<file path="src/rtl/tdp_tile_reader_if.sv">
// Output beat stream of the tile reader: one data word per accepted beat,
// m_last tagging the final element of the tile.
`timescale 1ns/1ps

// Handshake: a beat transfers on a rising edge where m_valid and m_ready are
// both high; once m_valid is raised the source holds m_valid, m_data and m_last
// unchanged until that transfer, and m_ready may be driven at any time.
interface tdp_tile_reader_if #(
    parameter int DATA_W = 16
);
    logic              m_valid;
    logic [DATA_W-1:0] m_data;
    logic              m_last;
    logic              m_ready;

    modport master (
        output m_valid,
        output m_data,
        output m_last,
        input  m_ready
    );

    modport slave (
        input  m_valid,
        input  m_data,
        input  m_last,
        output m_ready
    );
endinterface

</file>
<file path="src/rtl/tdp_tile_reader.sv">
// Walks a rows x cols tile of a single-port buffer in row-major order and
// streams one word per element, zeroing words whose address lies past the buffer.
`timescale 1ns/1ps

module tdp_tile_reader #(
    parameter int ADDR_W    = 15,
    parameter int DATA_W    = 16,
    parameter int MEM_DEPTH = 20480
) (
    input  logic              clk,
    input  logic              rst_n,
    input  logic              start,
    input  logic [ADDR_W-1:0] base_addr,
    input  logic [7:0]        num_rows,
    input  logic [7:0]        num_cols,
    input  logic [ADDR_W-1:0] row_stride,
    output logic              busy,
    output logic              done,
    output logic              oob_err,
    output logic [ADDR_W-1:0] mem_addr,
    output logic              mem_we,
    input  logic [DATA_W-1:0] mem_rdata,
    tdp_tile_reader_if.master m_if,
    output logic [1:0]        dbg_state
);

    typedef enum logic [1:0] {
        S_IDLE  = 2'd0,
        S_RUN   = 2'd1,
        S_DRAIN = 2'd2
    } state_e;

    state_e            state_q, state_d;
    logic [7:0]        rows_q, rows_d;
    logic [7:0]        cols_q, cols_d;
    logic [ADDR_W-1:0] stride_q, stride_d;
    logic [7:0]        r_q, r_d;
    logic [7:0]        c_q, c_d;
    logic [ADDR_W-1:0] row_base_q, row_base_d;
    logic [ADDR_W-1:0] addr_q, addr_d;
    logic              valid_q, valid_d;
    logic [DATA_W-1:0] data_q, data_d;
    logic              last_q, last_d;
    logic              done_q, done_d;
    logic              oob_q, oob_d;

    logic              load;
    logic              last_col;
    logic              last_row;
    logic              last_elem;
    logic              elem_oob;
    logic [31:0]       addr_ext;
    logic [ADDR_W-1:0] next_row_base;

    // Output register may take a new element whenever it is empty or draining.
    assign load          = (state_q == S_RUN) && (!valid_q || m_if.m_ready);
    assign last_col      = (c_q == cols_q - 8'd1);
    assign last_row      = (r_q == rows_q - 8'd1);
    assign last_elem     = last_col && last_row;
    assign addr_ext      = 32'(addr_q);
    assign elem_oob      = (addr_ext >= 32'(MEM_DEPTH));
    assign next_row_base = row_base_q + stride_q;

    always_comb begin
        state_d    = state_q;
        rows_d     = rows_q;
        cols_d     = cols_q;
        stride_d   = stride_q;
        r_d        = r_q;
        c_d        = c_q;
        row_base_d = row_base_q;
        addr_d     = addr_q;
        valid_d    = valid_q;
        data_d     = data_q;
        last_d     = last_q;
        done_d     = 1'b0;
        oob_d      = oob_q;

        case (state_q)
            S_IDLE: begin
                if (start) begin
                    rows_d   = num_rows;
                    cols_d   = num_cols;
                    stride_d = row_stride;
                    oob_d    = 1'b0;
                    if (num_rows != 8'd0 && num_cols != 8'd0) begin
                        r_d        = 8'd0;
                        c_d        = 8'd0;
                        row_base_d = base_addr;
                        addr_d     = base_addr;
                        state_d    = S_RUN;
                    end else begin
                        // Empty tile: nothing to stream, just acknowledge.
                        done_d = 1'b1;
                    end
                end
            end

            S_RUN: begin
                if (load) begin
                    valid_d = 1'b1;
                    data_d  = elem_oob ? '0 : mem_rdata;
                    last_d  = last_elem;
                    if (elem_oob) begin
                        oob_d = 1'b1;
                    end
                    if (last_elem) begin
                        state_d = S_DRAIN;
                    end else if (last_col) begin
                        c_d        = 8'd0;
                        r_d        = r_q + 8'd1;
                        row_base_d = next_row_base;
                        addr_d     = next_row_base;
                    end else begin
                        c_d    = c_q + 8'd1;
                        addr_d = addr_q + 1'b1;
                    end
                end
            end

            S_DRAIN: begin
                if (valid_q && m_if.m_ready) begin
                    valid_d = 1'b0;
                    last_d  = 1'b0;
                    done_d  = 1'b1;
                    state_d = S_IDLE;
                end
            end

            default: begin
                state_d = S_IDLE;
            end
        endcase
    end

    always_ff @(posedge clk or negedge rst_n) begin
        if (!rst_n) begin
            state_q    <= S_IDLE;
            rows_q     <= '0;
            cols_q     <= '0;
            stride_q   <= '0;
            r_q        <= '0;
            c_q        <= '0;
            row_base_q <= '0;
            addr_q     <= '0;
            valid_q    <= 1'b0;
            data_q     <= '0;
            last_q     <= 1'b0;
            done_q     <= 1'b0;
            oob_q      <= 1'b0;
        end else begin
            state_q    <= state_d;
            rows_q     <= rows_d;
            cols_q     <= cols_d;
            stride_q   <= stride_d;
            r_q        <= r_d;
            c_q        <= c_d;
            row_base_q <= row_base_d;
            addr_q     <= addr_d;
            valid_q    <= valid_d;
            data_q     <= data_d;
            last_q     <= last_d;
            done_q     <= done_d;
            oob_q      <= oob_d;
        end
    end

    assign busy        = (state_q != S_IDLE);
    assign done        = done_q;
    assign oob_err     = oob_q;
    assign mem_addr    = (state_q == S_RUN) ? addr_q : '0;
    assign mem_we      = 1'b0;
    assign m_if.m_valid = valid_q;
    assign m_if.m_data  = data_q;
    assign m_if.m_last  = last_q;
    assign dbg_state   = state_q;

endmodule

</file>
<file path="src/flat_wrapper.sv">
// flat-port wrapper written by rule: the top's interface ports become plain ports
module tdp_tile_reader_flat 
#(
    parameter int ADDR_W    = 15,
    parameter int DATA_W    = 16,
    parameter int MEM_DEPTH = 20480
)
  (clk, rst_n, start, base_addr, num_rows, num_cols, row_stride, busy, done, oob_err, mem_addr, mem_we, mem_rdata, dbg_state, m_if_m_valid, m_if_m_data, m_if_m_last, m_if_m_ready);
  tdp_tile_reader_if #(.DATA_W(DATA_W)) m_if_i ();
  input  logic clk;
  input  logic rst_n;
  input  logic start;
  input  logic [ADDR_W-1:0] base_addr;
  input  logic [7:0] num_rows;
  input  logic [7:0] num_cols;
  input  logic [ADDR_W-1:0] row_stride;
  output logic busy;
  output logic done;
  output logic oob_err;
  output logic [ADDR_W-1:0] mem_addr;
  output logic mem_we;
  input  logic [DATA_W-1:0] mem_rdata;
  output logic [1:0] dbg_state;
  output wire logic [$bits(m_if_i.m_valid)-1:0] m_if_m_valid;
  output wire logic [$bits(m_if_i.m_data)-1:0] m_if_m_data;
  output wire logic [$bits(m_if_i.m_last)-1:0] m_if_m_last;
  input wire logic [$bits(m_if_i.m_ready)-1:0] m_if_m_ready;
  assign m_if_m_valid = m_if_i.m_valid;
  assign m_if_m_data = m_if_i.m_data;
  assign m_if_m_last = m_if_i.m_last;
  assign m_if_i.m_ready = m_if_m_ready;
  tdp_tile_reader #(.ADDR_W(ADDR_W), .DATA_W(DATA_W), .MEM_DEPTH(MEM_DEPTH)) u_core (.clk(clk), .rst_n(rst_n), .start(start), .base_addr(base_addr), .num_rows(num_rows), .num_cols(num_cols), .row_stride(row_stride), .busy(busy), .done(done), .oob_err(oob_err), .mem_addr(mem_addr), .mem_we(mem_we), .mem_rdata(mem_rdata), .m_if(m_if_i), .dbg_state(dbg_state));
endmodule
</file>
<file path="config.mk">
export PLATFORM = sky130hd
export DESIGN_NAME = tdp_tile_reader_flat
export DESIGN_NICKNAME = d
export VERILOG_FILES = /design/src/rtl/tdp_tile_reader_if.sv /design/src/rtl/tdp_tile_reader.sv /design/src/flat_wrapper.sv
export SDC_FILE = /design/constraint.sdc
export NUM_CORES = 1
export LEC_CHECK = 0
export CORE_ASPECT_RATIO = 2
export CORE_MARGIN = 2
export CORE_UTILIZATION = 53
export DETAILED_ROUTE_END_ITERATION = 7
export PLACE_DENSITY = 0.8
export SYNTH_ARGS = -nofsm -noshare
export SYNTH_HDL_FRONTEND = slang
export SYNTH_SLANG_ARGS = --single-unit
</file>
<file path="constraint.sdc">
create_clock -name clk -period 3.3 [get_ports clk]
set_input_delay 0.99 -clock clk [delete_from_list [all_inputs] [get_ports clk]]
set_output_delay 0.99 -clock clk [all_outputs]
set_load 0.02 [all_outputs]
</file>
==> impl_metrics.py <==
metrics = {
    "yosys": {
        "syn_area_sq_um": 6040,
        "synth_area_leaders": "dfrtp_1, mux2_2, ha_1",
        "yosysUniqueCellTypes": 68,
        "ys_warn_count": 0,
        "synth_most_common_cell": "dfrtp_1",
        "seq_area_frac_synth_pct": 41.0,
        "syn_area_per_cell_sq_um": 9.56,
        "async_flop_share_pct": 100,
        "synth-edff-count": 0,
        "yosys.area.top_type_share_pct": 41.0,
        "syn_inst": 632,
        "synth_ff_type": "dfrtp_1",
        "synth_fp_nets": 719,
        "synth-seq-cells": 99,
        "synthTopCellsByCount": "dfrtp_1, nand2_1, o21ai_0",
        "yosys.area.top_type": "dfrtp_1",
    },
    "detailed_routing": {
        "drtAntennaViolNets": 0,
        "first_pass_iters": 8,
        "vias": 5515,
        "drt_first_iter_violations": 379,
        "via_per_inst": 6.22,
        "wl_mm": 17.1,
        "drc": 0,
        "wire_per_inst_microns": 19.3,
    },
    "global_route": {
        "grt_max_degree": 54,
        "grtUsageTotal_pct": 28.5,
        "antenna_found_initial": 0,
        "grt_pass1_vias": 5825,
        "grt_pass1_wl_mm": 27.6,
        "grt-ovfl-total": 0,
    },
    "cts": {
        "cts_tree": "built",
        "clock_latency_ns": 0.35,
        "numCtsBuffers": 9,
        "ctsHtreeMaxLevel": 3,
        "clock-sinks": 99,
        "post_cts.repair.setup_buffers": 0,
        "clk_path_buf_depth": 2,
        "clk_pin_slew_worst_paths_ns": 0.07,
        "root_buffer": "clkbuf_16",
    },
    "critical_path": {
        "crit_chain": "nand2_2 > nor2_1 > clkdlybuf4s50_1",
        "worstSetupPathType": "flop to output pin",
        "reg2reg_depth": 10,
        "max_stage_delay_ns": 0.64,
        "path_depth": 3,
        "worstPathArrival_ns": 2.16,
        "cp_max_fo": 16,
        "path_delay_family": "flip-flops",
        "crit_path_end_kind": "output pin",
        "path_buf_inv": 1,
        "slowest_stage": "dfrtp_1",
        "startpoint_type": "flop",
        "crit_required_ns": 2.31,
    },
    "final_layout": {
        "final_cell_area_sq_um": 7650,
        "nets": 828,
        "drive_above_1_share_pct": 12.3,
        "syn_to_final_growth_pct": 26.6,
        "register_area_sq_um": 2480,
        "final_cells": 887,
        "multiInputGateArea_sq_um": 3360,
        "antennaDiodeCount": 0,
        "fill_cells": 894,
    },
    "placed_design": {
        "postPlaceCellArea_sq_um": 7340,
        "io_buffers": 103,
        "gp_congestion": 0.907,
        "place_inst": 872,
        "dp_hpwl_mm": 12.8,
    },
    "pwr": {
        "ir_drop_v": 0.000411,
        "power.density_nw_per_um2": 686,
        "total_power_w": 0.00525,
        "p_leak_nw": 3.24,
    },
    "floorplan": {
        "row_count": 55,
        "initial_utilization_pct": 53.9,
        "die_area_sq_um": 12300,
        "num_io_pins": 105,
        "die_w_microns": 79.5,
        "core_area_sq_um": 11200,
        "die_h_microns": 155,
    },
    "timing": {
        "period_minus_slack_ns": 3.15,
        "skew_ns": 0.00969,
        "rsz0062_at_grt": "false",
        "setup_viol": 0,
        "final-max-slew-violation-count": 0,
        "fin_setup_tns_ns": 0,
        "fmax_mhz": 317,
        "post-route-period-util_pct": 95.6,
        "hold_violations": 0,
        "maxSlewHeadroom_pct": 33.3,
        "tightest_slew_ns": 0.990,
    },
    "hold_path": {
        "hp-class": "flop to flop",
        "hold_depth": 1,
    },
    "job": {
        "maxCapViolCount": 0,
    },
    "outcome": {
        "status": "completed",
    },
}
==> what timing repair did <==
item | 4_1_cts | 5_1_grt
resized for setup | 0 | 2
hold buffers | 0 | 0
endpoints found under the setup margin | 0 | 10
==> where the power goes <==
part	internal (W)	switching, W
sequential	0.00151	0.000312
clock	0.000609	0.000481
combinational	0.00112	0.00121
==> cells by family (layout without fill, tap and decap cells) <==
kind of cell,after synthesis,count (layout),synth area share (%)
AND/OR/NAND/NOR,207,207,17.1
AO/OA/AOI/OAI,177,177,21.4
flip-flops,99,99,41.0
buffers and inverters,55,168,3.75
XOR/XNOR,37,37,5.82
multiplexers,35,35,6.46
adder cells (fa/ha/maj),21,21,4.47
other,1,1,0.0621
==> layout by cell type, fill, tap and decap left out, types with 6 or more instances in the layout <==
| cell | count |
|---|---|
| mux2_2 | 32 |
| nand3_1 | 29 |
| nor2b_1 | 8 |
| nor2_1 | 36 |
| nor3_1 | 12 |
| and3_1 | 21 |
| nand2_1 | 58 |
| a21o_1 | 6 |
| clkbuf_16 | 9 |
| or4_1 | 6 |
| inv_1 | 24 |
| nand4_1 | 7 |
| o21ai_0 | 41 |
| a21boi_0 | 6 |
| a21oi_1 | 25 |
| o31ai_1 | 9 |
| buf_4 | 25 |
| a22o_1 | 21 |
| ha_1 | 20 |
| clkdlybuf4s50_1 | 102 |
| dfrtp_1 | 99 |
| nor4_1 | 7 |
| a31oi_1 | 10 |
| xnor2_1 | 18 |
| o211ai_1 | 9 |
| xor2_1 | 17 |
==> sequential cells by signal, indices dropped and copies added (netlist names) <==
name                 count
u_core.r_q               8
u_core.stride_q         15
u_core.m_if.m_valid      1
u_core.row_base_q       15
u_core.oob_err           1
u_core.rows_q            8
u_core.c_q               8
u_core.cols_q            8
u_core.m_if.m_last       1
u_core.done              1
u_core.m_if.m_data      16
u_core.dbg_state         2
u_core.addr_q           15
==> routing by layer <==
metal	wire length [microns]	part of all wire (%)	GRT usage [%]	vias to the layer above
met5	0	0	0	-
met4	702	4.1	15.3	0
met3	737	4.3	4.41	48
met2	9650	56	52.4	192
met1	6050	35	30.1	2728
li1	-	-	-	2547
==> worst paths after layout <==
| check | from | to | slack [ns] |
|---|---|---|---|
| min reg2reg | u_core.stride_q[11] | u_core.stride_q[11] | 0.51 |
| min in group asynchronous | rst_n | u_core.stride_q[9] | 0.70 |
| min | u_core.stride_q[11] | u_core.stride_q[11] | 0.51 |
| max reg2reg | u_core.cols_q[0] | u_core.addr_q[2] | 0.26 |
| max in group asynchronous | rst_n | u_core.m_if.m_data[8] | 1.88 |
| max | u_core.dbg_state[0] | mem_addr[6] | 0.15 |
==> cell type report <==
cell class                 count  area share [%]
timing repair buffer         129            16.3
sequential                    99            32.4
clock buffer                  10            3.12
clock inverter                 5           0.818
multi-input combinational    478            43.9
inverter                      24            1.18
tap                          142            2.32
==> metrics by stage <==
step / hold slack, ns / setup WS, ns / utilization, %
2_1_floorplan: 0.476 / 0.467 / -
3_3_place_gp: 0.488 / 0.0583 / 65.4
3_5_place_dp: 0.494 / 0.0737 / 65.4
4_1_cts: 0.513 / 0.0259 / 68.1
5_1_grt: 0.521 / 0.0696 / 68.2
6_report: 0.511 / 0.146 / 68.2
No activity file was read; power rests on OpenSTA's default activity.
